### config.mk
export PLATFORM = sky130hd
export DESIGN_NAME = riscv_csr_ctrl
export DESIGN_NICKNAME = d
export VERILOG_FILES = /design/src/rtl/riscv_csr_ctrl_pkg.sv /design/src/rtl/riscv_csr_alu.sv /design/src/rtl/riscv_csr_ctrl.sv
export SDC_FILE = /design/constraint.sdc
export NUM_CORES = 1
export LEC_CHECK = 0
export BUFFER_PORTS_ARGS = -buffer_cell sky130_fd_sc_hd__buf_4
export CAP_MARGIN = 20
export CELL_PAD_IN_SITES_DETAIL_PLACEMENT = 1
export CELL_PAD_IN_SITES_GLOBAL_PLACEMENT = 1
export CORE_ASPECT_RATIO = 0.5
export CORE_MARGIN = 2
export CORE_UTILIZATION = 40
export DETAILED_ROUTE_END_ITERATION = 6
export HOLD_SLACK_MARGIN = 0.15
export PLACE_DENSITY = 0.82
export SLEW_MARGIN = 10
export SYNTH_ARGS = -nofsm -noshare
export SYNTH_HDL_FRONTEND = slang
export SYNTH_SLANG_ARGS = --single-unit
### constraint.sdc
create_clock -name clk -period 3.14 [get_ports clk]
set_input_delay 0 -clock clk [delete_from_list [all_inputs] [get_ports clk]]
set_output_delay 0 -clock clk [all_outputs]
set_load 0.02 [all_outputs]
### src/rtl/riscv_csr_ctrl_pkg.sv
// Purpose : shared types and constants for the machine-mode CSR controller.
// Contents: CSR function encoding, CSR address map, mstatus bit positions,
//           controller FSM state type.
package riscv_csr_ctrl_pkg;

  // Low two bits of funct3 for CSRRW/CSRRS/CSRRC (and their immediate forms).
  typedef enum logic [1:0] {
    CSR_W = 2'b01,
    CSR_S = 2'b10,
    CSR_C = 2'b11
  } csr_fun_t;

  localparam logic [11:0] CSR_MSTATUS  = 12'h300;
  localparam logic [11:0] CSR_MTVEC    = 12'h305;
  localparam logic [11:0] CSR_MSCRATCH = 12'h340;
  localparam logic [11:0] CSR_MEPC     = 12'h341;
  localparam logic [11:0] CSR_MCAUSE   = 12'h342;
  localparam logic [11:0] CSR_CYCLE    = 12'hC00;
  localparam logic [11:0] CSR_CYCLEH   = 12'hC80;

  localparam int MSTATUS_MIE_BIT  = 3;
  localparam int MSTATUS_MPIE_BIT = 7;

  typedef enum logic {
    CSR_IDLE,
    CSR_EXEC
  } csr_ctrl_state_t;

endpackage

### src/rtl/riscv_csr_alu.sv
// Purpose : computes the new CSR value for CSRRW / CSRRS / CSRRC.
// Ports   : reg_data (rs1 or zimm), csr_data (current CSR value),
//           csr_fun (operation) -> new_data (value to write back). Purely combinational.
module riscv_csr_alu
  import riscv_csr_ctrl_pkg::*;
#(
  parameter int WORD_LENGTH = 32
) (
  input  logic [WORD_LENGTH-1:0] reg_data,
  input  logic [WORD_LENGTH-1:0] csr_data,
  input  csr_fun_t               csr_fun,
  output logic [WORD_LENGTH-1:0] new_data
);

  always_comb begin
    new_data = csr_data;
    case (csr_fun)
      CSR_W:   new_data = reg_data;
      CSR_S:   new_data = csr_data | reg_data;
      CSR_C:   new_data = csr_data & ~reg_data;
      default: new_data = csr_data;
    endcase
  end

endmodule

### src/rtl/riscv_csr_ctrl.sv
// Purpose : machine-mode CSR file + 64-bit cycle counter; sequences pipeline
//           CSR read-modify-write and applies trap-entry / mret updates.
// Ports   : clk, rst_n (sync, active-low); req_* / resp_* pipeline CSR port
//           (accept -> response one cycle later); trap_* and mret_valid
//           side-band updates; trap_vector / mepc_out / mie_out register taps.
module riscv_csr_ctrl
  import riscv_csr_ctrl_pkg::*;
#(
  parameter int WORD_LENGTH = 32
) (
  input  logic                   clk,
  input  logic                   rst_n,
  input  logic                   req_valid,
  output logic                   req_ready,
  input  logic [11:0]            req_addr,
  input  csr_fun_t               req_fun,
  input  logic [WORD_LENGTH-1:0] req_wdata,
  input  logic                   req_nowrite,
  output logic                   resp_valid,
  output logic [WORD_LENGTH-1:0] resp_rdata,
  output logic                   resp_err,
  input  logic                   trap_valid,
  input  logic [WORD_LENGTH-1:0] trap_cause,
  input  logic [WORD_LENGTH-1:0] trap_pc,
  input  logic                   mret_valid,
  output logic [WORD_LENGTH-1:0] trap_vector,
  output logic [WORD_LENGTH-1:0] mepc_out,
  output logic                   mie_out
);

  csr_ctrl_state_t state_q, state_d;

  // Request latched at accept, consumed in EXEC.
  logic [11:0]            addr_q;
  csr_fun_t               fun_q;
  logic [WORD_LENGTH-1:0] wdata_q;
  logic                   nowrite_q;

  // Architectural state. mstatus is kept as its two live bits only.
  logic                   mie_q;
  logic                   mpie_q;
  logic [WORD_LENGTH-1:0] mtvec_q;
  logic [WORD_LENGTH-1:0] mscratch_q;
  logic [WORD_LENGTH-1:0] mepc_q;
  logic [WORD_LENGTH-1:0] mcause_q;
  logic [63:0]            cycle_q;

  logic [WORD_LENGTH-1:0] csr_rdata;
  logic [WORD_LENGTH-1:0] csr_new;
  logic                   addr_hit;
  logic                   addr_ro;
  logic                   legal;
  logic                   side_evt;
  logic                   csr_we;

  // Trap/mret own the CSR file for the cycle; they block accepts and kill EXEC.
  assign side_evt = trap_valid | mret_valid;

  // Read mux on the latched address.
  always_comb begin
    csr_rdata = '0;
    addr_hit  = 1'b1;
    addr_ro   = 1'b0;
    case (addr_q)
      CSR_MSTATUS: begin
        csr_rdata[MSTATUS_MIE_BIT]  = mie_q;
        csr_rdata[MSTATUS_MPIE_BIT] = mpie_q;
      end
      CSR_MTVEC:    csr_rdata = mtvec_q;
      CSR_MSCRATCH: csr_rdata = mscratch_q;
      CSR_MEPC:     csr_rdata = mepc_q;
      CSR_MCAUSE:   csr_rdata = mcause_q;
      CSR_CYCLE: begin
        csr_rdata = cycle_q[WORD_LENGTH-1:0];
        addr_ro   = 1'b1;
      end
      CSR_CYCLEH: begin
        csr_rdata = WORD_LENGTH'(cycle_q[63:32]);
        addr_ro   = 1'b1;
      end
      default:      addr_hit = 1'b0;
    endcase
  end

  // Counter reads are fine; only an actual write to them is illegal.
  assign legal = addr_hit & ~(addr_ro & ~nowrite_q);

  riscv_csr_alu #(
    .WORD_LENGTH(WORD_LENGTH)
  ) u_alu (
    .reg_data (wdata_q),
    .csr_data (csr_rdata),
    .csr_fun  (fun_q),
    .new_data (csr_new)
  );

  assign csr_we = (state_q == CSR_EXEC) & ~side_evt & legal & ~nowrite_q;

  // FSM next state and response outputs.
  always_comb begin
    state_d    = state_q;
    req_ready  = 1'b0;
    resp_valid = 1'b0;
    resp_rdata = '0;
    resp_err   = 1'b0;
    case (state_q)
      CSR_IDLE: begin
        req_ready = rst_n & ~side_evt;
        if (req_valid && req_ready) state_d = CSR_EXEC;
      end
      CSR_EXEC: begin
        state_d = CSR_IDLE;
        // A reset or side-band update in this cycle drops the response.
        if (rst_n && !side_evt) begin
          resp_valid = 1'b1;
          resp_err   = ~legal;
          resp_rdata = legal ? csr_rdata : '0;
        end
      end
      default: state_d = CSR_IDLE;
    endcase
  end

  always_ff @(posedge clk) begin
    if (!rst_n) begin
      state_q   <= CSR_IDLE;
      addr_q    <= '0;
      fun_q     <= CSR_W;
      wdata_q   <= '0;
      nowrite_q <= 1'b0;
    end else begin
      state_q <= state_d;
      if (req_valid && req_ready) begin
        addr_q    <= req_addr;
        fun_q     <= req_fun;
        wdata_q   <= req_wdata;
        nowrite_q <= req_nowrite;
      end
    end
  end

  always_ff @(posedge clk) begin
    if (!rst_n) begin
      mie_q      <= 1'b0;
      mpie_q     <= 1'b0;
      mtvec_q    <= '0;
      mscratch_q <= '0;
      mepc_q     <= '0;
      mcause_q   <= '0;
      cycle_q    <= '0;
    end else begin
      cycle_q <= cycle_q + 64'd1;
      if (trap_valid) begin
        mepc_q   <= {trap_pc[WORD_LENGTH-1:2], 2'b00};
        mcause_q <= trap_cause;
        mpie_q   <= mie_q;
        mie_q    <= 1'b0;
      end else if (mret_valid) begin
        mie_q  <= mpie_q;
        mpie_q <= 1'b1;
      end else if (csr_we) begin
        case (addr_q)
          CSR_MSTATUS: begin
            mie_q  <= csr_new[MSTATUS_MIE_BIT];
            mpie_q <= csr_new[MSTATUS_MPIE_BIT];
          end
          CSR_MTVEC:    mtvec_q    <= {csr_new[WORD_LENGTH-1:2], 2'b00};
          CSR_MSCRATCH: mscratch_q <= csr_new;
          CSR_MEPC:     mepc_q     <= {csr_new[WORD_LENGTH-1:2], 2'b00};
          CSR_MCAUSE:   mcause_q   <= csr_new;
          default: ;
        endcase
      end
    end
  end

  assign trap_vector = mtvec_q;
  assign mepc_out    = mepc_q;
  assign mie_out     = mie_q;

endmodule
### Word-level counts from Yosys, hierarchy flattened

Index checks and enable logic that the tools add are counted.

* add/subtract/negate cells: 1
* equality and inequality tests: 11
* multiplexer cells: 33
* bitwise logic cells: 18
* reductions and logical operators: 20

Operators with widths (number)
* 2-to-1 mux 32 bit: 11
* case mux 24 bit (6 select lines): 1
* case mux 32 bit (3 select lines): 1
* adder 64 x 1 -> 64 bit, second input constant: 1
* equality test 12 x 10 -> 1 bit, second input constant: 5
* case mux 3 bit (6 select lines): 2
* bitwise AND 32 bit: 1
* inverter 32 bit: 1
* OR 32 bit: 1
* equality test 12 bit, second input constant: 2
* 2-to-1 mux 1 bit: 15
* case mux 1 bit (7 select lines): 2
* nonzero test 2 bit: 5
* inverter 1 bit: 8
* AND reduction 4 bit: 2
* OR reduction 7 bit: 1
* bitwise AND 1 bit: 6
* AND reduction 3 bit: 2
* nonzero test 3 bit: 2
* equality test 2 bit, second input constant: 2
* AND reduction 2 bit: 2
* OR reduction 2 bit: 2
* logical AND 1 bit: 3
* equality test 2 x 1 -> 1 bit, second input constant: 1
* 4 further kinds: 4

* bits in registers: 238
* input port bits: 116
* logic and storage cells: 95

### Longest topological paths before layout

Gate-level depths: netlist (run 1).

* depth after elaboration: 11
* mapped depth: 9
* gate-level depth less buffers: 7

### Cells and area by module

A second synthesis (run 1) with hierarchy kept.

* cells, all modules: 1504
* area total of the unflattened synthesis: 11842.6 um^2

By module, submodules not included
* riscv_csr_ctrl: times used 1, cells an instance 1362, area each 10914.2 um^2
* riscv_csr_alu: times used 1, cells an instance 142, area each 928.4 um^2

### Worst setup path after synthesis (run 1)

OpenSTA, ideal clock, no wires.

* path type: reg2out
* from: register addr_q[1]
* to: output resp_rdata[10]
* data arrival time: 2296 ps
* required time: 3140 ps
* path slack: 844 ps
* stages on the path, launching flop included: 9
* buffers on the path: 4
* cells stage by stage: dfxtp_1 -> buf_6 -> or4_4 -> nor4_4 -> buf_4 -> buf_4 -> clkbuf_1 -> a211oi_1 -> nor2_1

* longest elaborated chain between the ends: 9

RTL lines
* from (decl): RTL line riscv_csr_ctrl.sv:34 `logic [11:0] addr_q;`
* from (signal assigned): RTL line riscv_csr_ctrl.sv:134 `addr_q <= req_addr;`
* equality test 12 bit: RTL line riscv_csr_ctrl.sv:64 `case (addr_q)`
* OR reduction 2 bit (no source line)
* 2-to-1 mux 1 bit: RTL line riscv_csr_ctrl.sv:64
* bitwise AND 1 bit: RTL line riscv_csr_ctrl.sv:86 `assign legal = addr_hit & ~(addr_ro & ~nowrite_q);`
* inverter 1 bit: RTL line riscv_csr_ctrl.sv:86
* bitwise AND 1 bit: RTL line riscv_csr_ctrl.sv:86
* 2-to-1 mux 32 bit (*): RTL line riscv_csr_ctrl.sv:117 `resp_rdata = legal ? csr_rdata : '0;`
* 2-to-1 mux 32 bit (*): RTL line riscv_csr_ctrl.sv:114 `if (rst_n && !side_evt) begin`
* 2-to-1 mux 32 bit (*): RTL line riscv_csr_ctrl.sv:106 `case (state_q)`
* to (decl): RTL line riscv_csr_ctrl.sv:20 `output logic [WORD_LENGTH-1:0] resp_rdata,`

Mark *: on every way between the ends. The rest lies on a longest branch, timed or not.

### Worst setup path after layout (run 1)

* from: register addr_q[6]
* to: output resp_rdata[13]

The elaborated chain is that of the path after synthesis.

==> metrics list, run 1 <==
* Run status: finished clean
- Fmax achieved: 323.0 MHz
* Count of standard-cell rows: 45
- In this run the remaining antenna-violating nets after routing total 0.
* Leading post-synthesis cells by instance count: sky130_fd_sc_hd__dfxtp_1, sky130_fd_sc_hd__nand2_1, sky130_fd_sc_hd__nor2_1, sky130_fd_sc_hd__a22oi_1, sky130_fd_sc_hd__clkbuf_1
- Power per cell area: 422.1 nW/um^2
- The critical path is of the flip-flop to output port type.
- The initial antenna violation count is 6.
- Slew @ Worst Pin: 0.9399 ns
- The die is 250.8 um wide.
- Worst-case headroom to the max-slew limit: 37.34%
- In this run the cell area of the synthesized design comes to 12,180 sq um.
- Area share of the largest cell type after synthesis: 39.12%
- In this run the most critical hold path is launched from trap_valid.
- On the final layout, the worst clock skew is 0.03068 ns.
* Total grt overflow: 0
- Largest fanout on the critical path: 21
- Kind of start point of the critical path: flip-flop
- Worst slack, placed: 0.4090 ns
* Category of the worst setup path capture point: output port
- Non-Filler Cell Area, Final: 16,410 sq um
* Die outline area: 31,950 sq um
- For this block, the initial DRC count from the detailed router was 1,700.
* Post-layout utilization of the core: 54.48%
- sky130_fd_sc_hd__dfxtp_1 is the most common cell in the netlist.
- Clock tree buffer depth: 3
* Post-placement cell area: 14,140 sq um
* Setup TNS after final layout: 0 ns
- H-tree depth: 1
* Core box area: 30,120 sq um
- Port buffering added 209 buffers.
- Detailed routing inserted a total of 14,500 vias.
- For the worst-skew pair, the clock arrives at the later sink with an insertion delay of 0.56 ns.
* Die height: 127.4 um
* Worst Hold Class: primary input to flip-flop
- Unique masters post-synth: 66
- Total power draw: 6.928 mW
- Number of hold violations in the final report: 0
- Setup repair after global routing could not meet its margin everywhere.
- The worst register-to-register path begins at addr_q[6].
- Pin count of the biggest net entering global routing: 59
* Number of failing setup endpoints in the final timing report: 0
- TritonCTS built the clock tree.
- The first global-routing pass estimated 89.83 mm of wire.
- Required arrival time at the worst endpoint: 3.14 ns
- At the worst endpoint, the arrival time is 3.10 ns.
- Summed over all instances, the cell type with the most area after synthesis is sky130_fd_sc_hd__dfxtp_1.
- Number of enable-type register cells in the synthesized netlist: 0
* DR vias/cell: 6.501
- Initial Util: 40.44%
- Counting flops with an async set or reset pin after synthesis yields a share of 0%.
- Library cell used as clock root buffer: sky130_fd_sc_hd__clkbuf_16
* Crit path from: addr_q[6]
- Share of cells above drive strength 1: 19.19%
- Worst-path clk slew: 0.07 ns
- Clock tree synthesis found a total of 238 sinks.
- The average instance in the mapped netlist occupies 8.088 sq um.
* Final slew viol count: 0
- Number of clock buffers inserted by TritonCTS: 23
- Number of nets at the end of the flow: 1,924
- Combined global-route utilization of all metal layers: 36.11%
- Final-layout worst hold slack: 0.2028 ns
- I/O pin total: 216
- Period utilization: 98.59%
* Total placed cells including tap cells: 2,037
* Number of cells produced by synthesis: 1,506
- Summed over all cells, the static leakage comes to 5.692 nW.
- The first detailed-routing pass took 6 iterations.
- Number of warnings reported in the yosys synthesis log: 0
- Area overhead of the layout relative to synthesis: 34.74%
* Sequential share of the synthesized area: 39.12%
- Max-cap viol count: 0
- Maximum vdd ir drop: 0.3773 mV
- Number of synthesized register bits: 238
* Routed wire length: 59.32 mm
* Number of standard cells in the layout, taps in and fillers out: 2,231
- After layout, the minimum clock period comes to 3.096 ns.
- Setup ws final: 0.04424 ns
* Leading post-synthesis cells by cell area: sky130_fd_sc_hd__dfxtp_1, sky130_fd_sc_hd__nand2_1, sky130_fd_sc_hd__a22oi_1
* Total DRC errors in the routed layout: 0
- The number of global-route vias before repair came to 14,950.
* Top flip-flop cell by instance count after synthesis: sky130_fd_sc_hd__dfxtp_1
* Final weighted congestion in routability-driven placement: 0.9473
- DP HPWL: 36.93 mm
- Average wire length per cell after detail routing: 26.59 um
-- final cells by class --
type | instances | area, sq um
antenna | 8 | 20.02
clock buffer | 35 | 700.7
clock inverter | 7 | 91.34
fill | 3508 | 13710
inverter | 18 | 70.07
multi-input combinational | 1127 | 6862
sequential | 238 | 4766
tap | 399 | 499.2
timing repair buffer | 399 | 3403
-- timing repair --
action | 4_1_cts | 5_1_grt
gates resized for setup | 1 | 5
gates cloned | 0 | 0
pin swaps | 1 | 1
setup buffers | 1 | 0
hold buffers | 143 | 0
endpoints found under the hold margin | 147 | 0
endpoints found under the setup margin | 16 | 43
-- placed cells by master, fill, tap and decap left out, types with 27 or more instances in the layout --
cell type and count:
sky130_fd_sc_hd__a211oi_1 27, sky130_fd_sc_hd__a21oi_1 87, sky130_fd_sc_hd__a22oi_1 102, sky130_fd_sc_hd__and2_1 31, sky130_fd_sc_hd__buf_4 252, sky130_fd_sc_hd__dfxtp_1 237
sky130_fd_sc_hd__dlygate4sd3_1 143, sky130_fd_sc_hd__mux2i_1 29, sky130_fd_sc_hd__nand2_1 210, sky130_fd_sc_hd__nand3_1 59, sky130_fd_sc_hd__nor2_1 116, sky130_fd_sc_hd__o21ai_0 69
sky130_fd_sc_hd__o21ai_1 30, sky130_fd_sc_hd__o22ai_1 48, sky130_fd_sc_hd__xor2_1 36
-- flip-flops by register name (all words and copies together), names as in the netlist --
| name | flops |
|---|---|
| state_q | 1 |
| mepc_out | 30 |
| fun_q | 2 |
| addr_q | 12 |
| mie_out | 1 |
| cycle_q | 64 |
| mpie_q | 1 |
| mscratch_q | 32 |
| nowrite_q | 1 |
| wdata_q | 32 |
| trap_vector | 30 |
| mcause_q | 32 |
-- critical path, stage by stage, from the launching register on --
cell,delay (ns)
sky130_fd_sc_hd__dfxtp_1,0.41
sky130_fd_sc_hd__or3_1,0.34
sky130_fd_sc_hd__buf_4,0.35
sky130_fd_sc_hd__nor2_1,0.09
sky130_fd_sc_hd__buf_4,0.23
sky130_fd_sc_hd__a2bb2oi_1,0.32
sky130_fd_sc_hd__nor2_1,0.08
sky130_fd_sc_hd__a211oi_1,0.41
sky130_fd_sc_hd__nor2_1,0.11
sky130_fd_sc_hd__buf_4,0.18
-- kinds of logic (layout without fill, tap and decap cells) --
kind of cell	Yosys count	after routing	synth area share [%]
other	1	12	0.03079
adder cells (fa/ha/maj)	1	1	0.1027
XOR/XNOR	54	54	3.883
AND/OR/NAND/NOR	561	561	23.22
AO/OA/AOI/OAI	465	465	25.07
flip-flops	238	238	39.12
multiplexers	42	42	3.585
buffers and inverters	144	459	4.992
-- power breakdown --
group / switching, mW / internal, mW
registers: 0.0628 / 3.08
logic: 0.361 / 0.347
clock network: 1.37 / 1.71
total: 1.79 / 5.14
-- routing by layer --
layer / vias up / wire length (um) / part of all wire (%) / global-route usage [%]
li1: 6096 / - / - / -
met4: 0 / 4193 / 7.1 / 22.44
met5: - / 0 / 0 / 0
met1: 7190 / 23030 / 39 / 43.47
met2: 922 / 27970 / 47 / 61.62
met3: 295 / 4121 / 6.9 / 5.257
-- worst paths after layout --
kind / to / slack [ns] / cells after the start
max reg2reg: mepc_out[16] / 0.13 / 9
min: mcause_q[7] / 0.20 / 4
max: resp_rdata[13] / 0.04 / 9
min reg2reg: mscratch_q[0] / 0.46 / 2
(Power assumes the default switching activity.)
==> run 2: changes to the inputs <==
--- a/config.mk
+++ b/config.mk
@@ -7,6 +7,5 @@
 export LEC_CHECK = 0
+export ABC_AREA = 1
 export BUFFER_PORTS_ARGS = -buffer_cell sky130_fd_sc_hd__buf_4
 export CAP_MARGIN = 20
-export CELL_PAD_IN_SITES_DETAIL_PLACEMENT = 1
-export CELL_PAD_IN_SITES_GLOBAL_PLACEMENT = 1
 export CORE_ASPECT_RATIO = 0.5
@@ -16,3 +15,3 @@
 export HOLD_SLACK_MARGIN = 0.15
-export PLACE_DENSITY = 0.82
+export PLACE_DENSITY = 0.64
 export SLEW_MARGIN = 10
--- a/constraint.sdc
+++ b/constraint.sdc
@@ -3,2 +3,2 @@
 set_output_delay 0 -clock clk [all_outputs]
-set_load 0.02 [all_outputs]
+set_load 0.01 [all_outputs]
==> run 2 against run 1 <==
  * Global-route usage fell by 2.5 points
  * Total power rose by 6.0%
  * Combinational power barely moved
  * Critical path depth rose by 7
  * Largest power group is now clock
  * Highest routed layer is now met5
==> metrics list, run 2 <==
- I/O pin total: 216 (unchanged)
- The count of TritonRoute iterations in the first routing pass is 6 (unchanged).
* Setup repair after global routing missed its margin: no (was yes)
* Switching Fraction: 24.75% (was 25.86%)
- Min Clock Period, post-route: 2.956 ns (was 3.096 ns)
- The top-area cell type share of the netlist area was 34.81% (was 39.12%).
- The floorplan row count was 47 (was 45).
- Most frequent cells in the layout: sky130_fd_sc_hd__nand2_1, sky130_fd_sc_hd__nor2_1, sky130_fd_sc_hd__nand3_1 (was sky130_fd_sc_hd__buf_4, sky130_fd_sc_hd__dfxtp_1, sky130_fd_sc_hd__nand2_1).
- Async set or reset register ratio after synthesis: 0% (unchanged)
- The leakage component of the power is 8.142 nW (was 5.692 nW).
- Fmax achieved: 338.3 MHz (was 323.0 MHz)
* Largest Register: cycle_q (unchanged)
- The global-route congestion overflow total is 0 (unchanged).
- Max FFs per register: 64 (unchanged)
* Synth Cell Area: 13,690 sq um (was 12,180 sq um)
- Switching power: 1.816 mW (was 1.791 mW)
* Routed wire length: 61.67 mm (was 59.32 mm)
- Share of cells above drive strength 1: 13.09% (was 19.19%)
* Flop pwr share: 42.9% (was 45.4%)
* DP HPWL: 43.70 mm (was 36.93 mm)
- Number of clock buffers inserted by TritonCTS: 24 (was 23)
- The actual transition at the worst max-transition pin came to 1.079 ns (was 0.9399 ns).
* Via count of the first global-routing pass: 14,850 (was 14,950)
* Number of standard cells in the layout, taps in and fillers out: 3,055 (was 2,231)
* Area overhead of the layout relative to synthesis: 33.58% (was 34.74%)
- Logic gate share of total power: 9.6% (was 10.2%)
- Antenna Violating Nets Remaining: 0 (unchanged)
- Initial DRC count: 2,009 (was 1,700)
- Number of warnings reported in the yosys synthesis log: 0 (unchanged)
* Power Internal: 5.524 mW (was 5.136 mW)
* Number of cells produced by synthesis: 2,274 (was 1,506)
* Final weighted congestion in routability-driven placement: 1.061 (was 0.9473)
- The post-detailed-route DRC marker count is 0 (unchanged).
- The worst slew slack as a fraction of its limit is 28.09% (was 37.34%).
* Number of antenna violations at the first check in global routing: 1 (was 6)
- Clock tree buffer depth: 3 (unchanged)
* Setup TNS after final layout: 0 ns (unchanged)
* Maximum vdd ir drop: 0.3346 mV (was 0.3773 mV)
* Unique masters post-synth: 47 (was 66)
- The total instance count after detailed placement was 2,844 (was 2,037).
- The endpoint type of the worst setup path is a flip-flop (was output port).
- Sequential share of the synthesized area: 34.81% (was 39.12%)
- The setup-violating endpoint count in the final report was 0 (unchanged).
* Run status: finished clean (unchanged)
- Category of the critical setup timing path: flip-flop to flip-flop (was flip-flop to output port)
- Global-route wire length before repair: 90.35 mm (was 89.83 mm)
- Avg Cell Area, Syn: 6.019 sq um (was 8.088 sq um)
* Width of the die: 265.6 um (was 250.8 um)
* Max-cap viol count: 0 (unchanged)
- Arrival time reported for the critical path endpoint: 3.44 ns (was 3.10 ns)
* Pin count of the biggest net entering global routing: 84 (was 59)
* Final slew viol count: 0 (unchanged)
- The power density relative to cell area was 401.4 nW/um^2 (was 422.1 nW/um^2).
- Number of nets at the end of the flow: 2,713 (was 1,924)
- Top flip-flop cell by instance count after synthesis: sky130_fd_sc_hd__dfxtp_1 (unchanged)
* Count of buffers added by post-CTS timing repair for setup: 0 (was 1)
- Total power draw: 7.340 mW (was 6.928 mW)
* Most frequent standard cell in the layout excluding fill and tap cells: sky130_fd_sc_hd__nand2_1 (was sky130_fd_sc_hd__buf_4)
- The kind of start point of the critical path was a flip-flop (unchanged).
- Insertion delay of the later-clocked pin in the worst-skew pair: 0.55 ns (was 0.56 ns)
- Clk sinks: 238 (unchanged)
* Clock power frac: 47.5% (was 44.4%)
- Most instantiated library cell after synthesis: sky130_fd_sc_hd__nand2_1 (was sky130_fd_sc_hd__dfxtp_1)
- Period utilization: 94.14% (was 98.59%)
- Combined global-route utilization of all metal layers: 33.62% (was 36.11%)
* DR vias/cell: 5.415 (was 6.501)
- Average wire length per cell after detail routing: 20.19 um (was 26.59 um)
- The worst hold-check slack is 0.1685 ns (was 0.2028 ns).
* Worst clock skew: 0.01228 ns (was 0.03068 ns)
* Vias after detailed routing: 16,540 (was 14,500)
- The classification of the worst-slack hold path is primary input to flip-flop (unchanged).
- Library cell used as clock root buffer: sky130_fd_sc_hd__clkbuf_16 (unchanged)
- Core box area: 33,400 sq um (was 30,120 sq um)
- The endpoint required time on the critical path is 3.62 ns (was 3.14 ns).
* Clock tree from TritonCTS: yes (unchanged)
- Number of enable-type register cells in the synthesized netlist: 0 (unchanged)
* Die outline area: 35,810 sq um (was 31,950 sq um)
- Worst-path clk slew: 0.07 ns (about the same)
- Leading post-synthesis cells by instance count: sky130_fd_sc_hd__nand2_1, sky130_fd_sc_hd__nor2_1, sky130_fd_sc_hd__nand3_1, sky130_fd_sc_hd__dfxtp_1, sky130_fd_sc_hd__inv_1 (was sky130_fd_sc_hd__dfxtp_1, sky130_fd_sc_hd__nand2_1, sky130_fd_sc_hd__nor2_1, sky130_fd_sc_hd__a22oi_1, sky130_fd_sc_hd__clkbuf_1).
- Largest fanout on the critical path: 55 (was 21)
- The quantity of I/O buffers inserted on ports was 209 (unchanged).
- H-tree depth: 1 (unchanged)
* Die height: 134.8 um (was 127.4 um)
- Number of hold violations in the final report: 0 (unchanged)
- Leading post-synthesis cells by cell area: sky130_fd_sc_hd__dfxtp_1, sky130_fd_sc_hd__nand2_1, sky130_fd_sc_hd__nor2_1 (was sky130_fd_sc_hd__dfxtp_1, sky130_fd_sc_hd__nand2_1, sky130_fd_sc_hd__a22oi_1)
* Cell type with the highest aggregate area in the netlist: sky130_fd_sc_hd__dfxtp_1 (unchanged)
- The flip-flop and latch count after synthesis came to 238 (unchanged).
- The initial standard-cell utilization of the core was 40.98% (was 40.44%).
run 2: metrics by stage:
stage / util (%) / worst slack [ns] / instance area, sq um
after floorplan: - / 1.269 / 13700
after global placement: 46.83 / 0.5973 / 15640
after detailed placement: 46.83 / 0.5213 / 15640
after CTS: 54.63 / 0.01072 / 18250
after global routing: 54.73 / 0.00002909 / 18280
final: 54.74 / 0.1839 / 18290
run 2: what timing repair did:
item	CTS	global route
endpoints found under the setup margin	0	15
hold buffers	167	0
resized for setup	0	12
endpoints found under the hold margin	133	0
run 2: per-layer routing:
layer | track usage [%] | part of all wire, % | vias up
li1 | - | - | 7926
met5 | 0 | 0.021 | -
met2 | 49.97 | 42 | 842
met4 | 7.553 | 2.2 | 2
met1 | 47.33 | 43 | 7681
met3 | 10.83 | 12 | 91
run 2: area by class of cell:
type	count	area (sq um)
Multi-Input combinational cell	1721	7684
Tap cell	441	551.8
Clock inverter	10	206.4
Clock buffer	33	725.7
Fill cell	3358	15120
Timing Repair Buffer	418	3621
Sequential cell	238	4765
Antenna cell	1	2.502
Inverter	193	729.5
run 2: cell families (layout without fill, tap and decap cells):
family / Yosys count / in the layout / share of synthesized area, %
flip-flops: 238 / 238 / 34.81
XOR/XNOR: 17 / 17 / 1.088
adder cells (fa/ha/maj): 1 / 1 / 0.09139
AND/OR/NAND/NOR: 1418 / 1418 / 43.88
buffers and inverters: 318 / 654 / 9.360
AO/OA/AOI/OAI: 281 / 281 / 10.75
other: 1 / 5 / 0.02740
run 2: critical path: stages, from the launching register on:
cell	delay (ns)
sky130_fd_sc_hd__dfxtp_1	0.34
sky130_fd_sc_hd__inv_2	0.07
sky130_fd_sc_hd__nand2_1	0.10
sky130_fd_sc_hd__nor2_4	0.16
sky130_fd_sc_hd__buf_8	0.35
sky130_fd_sc_hd__nand2_1	0.14
sky130_fd_sc_hd__nor2_2	0.16
sky130_fd_sc_hd__buf_4	0.31
sky130_fd_sc_hd__nand2_1	0.08
sky130_fd_sc_hd__nand2_1	0.09
sky130_fd_sc_hd__o21ai_0	0.08
sky130_fd_sc_hd__nand2_1	0.11
sky130_fd_sc_hd__nand2_1	0.06
sky130_fd_sc_hd__nand2_1	0.08
sky130_fd_sc_hd__nand2_1	0.05
sky130_fd_sc_hd__a21oi_1	0.15
sky130_fd_sc_hd__dlygate4sd3_1	0.57
run 2: path summary, 6_finish.rpt:
kind | from | to | slack (ns) | cells after the start
min reg2reg | cycle_q[0] | cycle_q[0] | 0.49 | 1
min | req_valid | fun_q[1] | 0.17 | 4
max reg2reg | addr_q[7] | mcause_q[1] | 0.18 | 16
max | addr_q[7] | mcause_q[1] | 0.18 | 16
run 2: power groups by stage:
stage / Combinational, mW / Sequential [mW] / Clock (mW)
3_3_place_gp: 0.536 / 3.21 / 0
4_1_cts: 0.687 / 3.14 / 3.49
5_1_grt: 0.762 / 3.15 / 3.61
2_1_floorplan: 0.286 / 3.20 / 0
6_report: 0.706 / 3.15 / 3.49
3_5_place_dp: 0.542 / 3.21 / 0
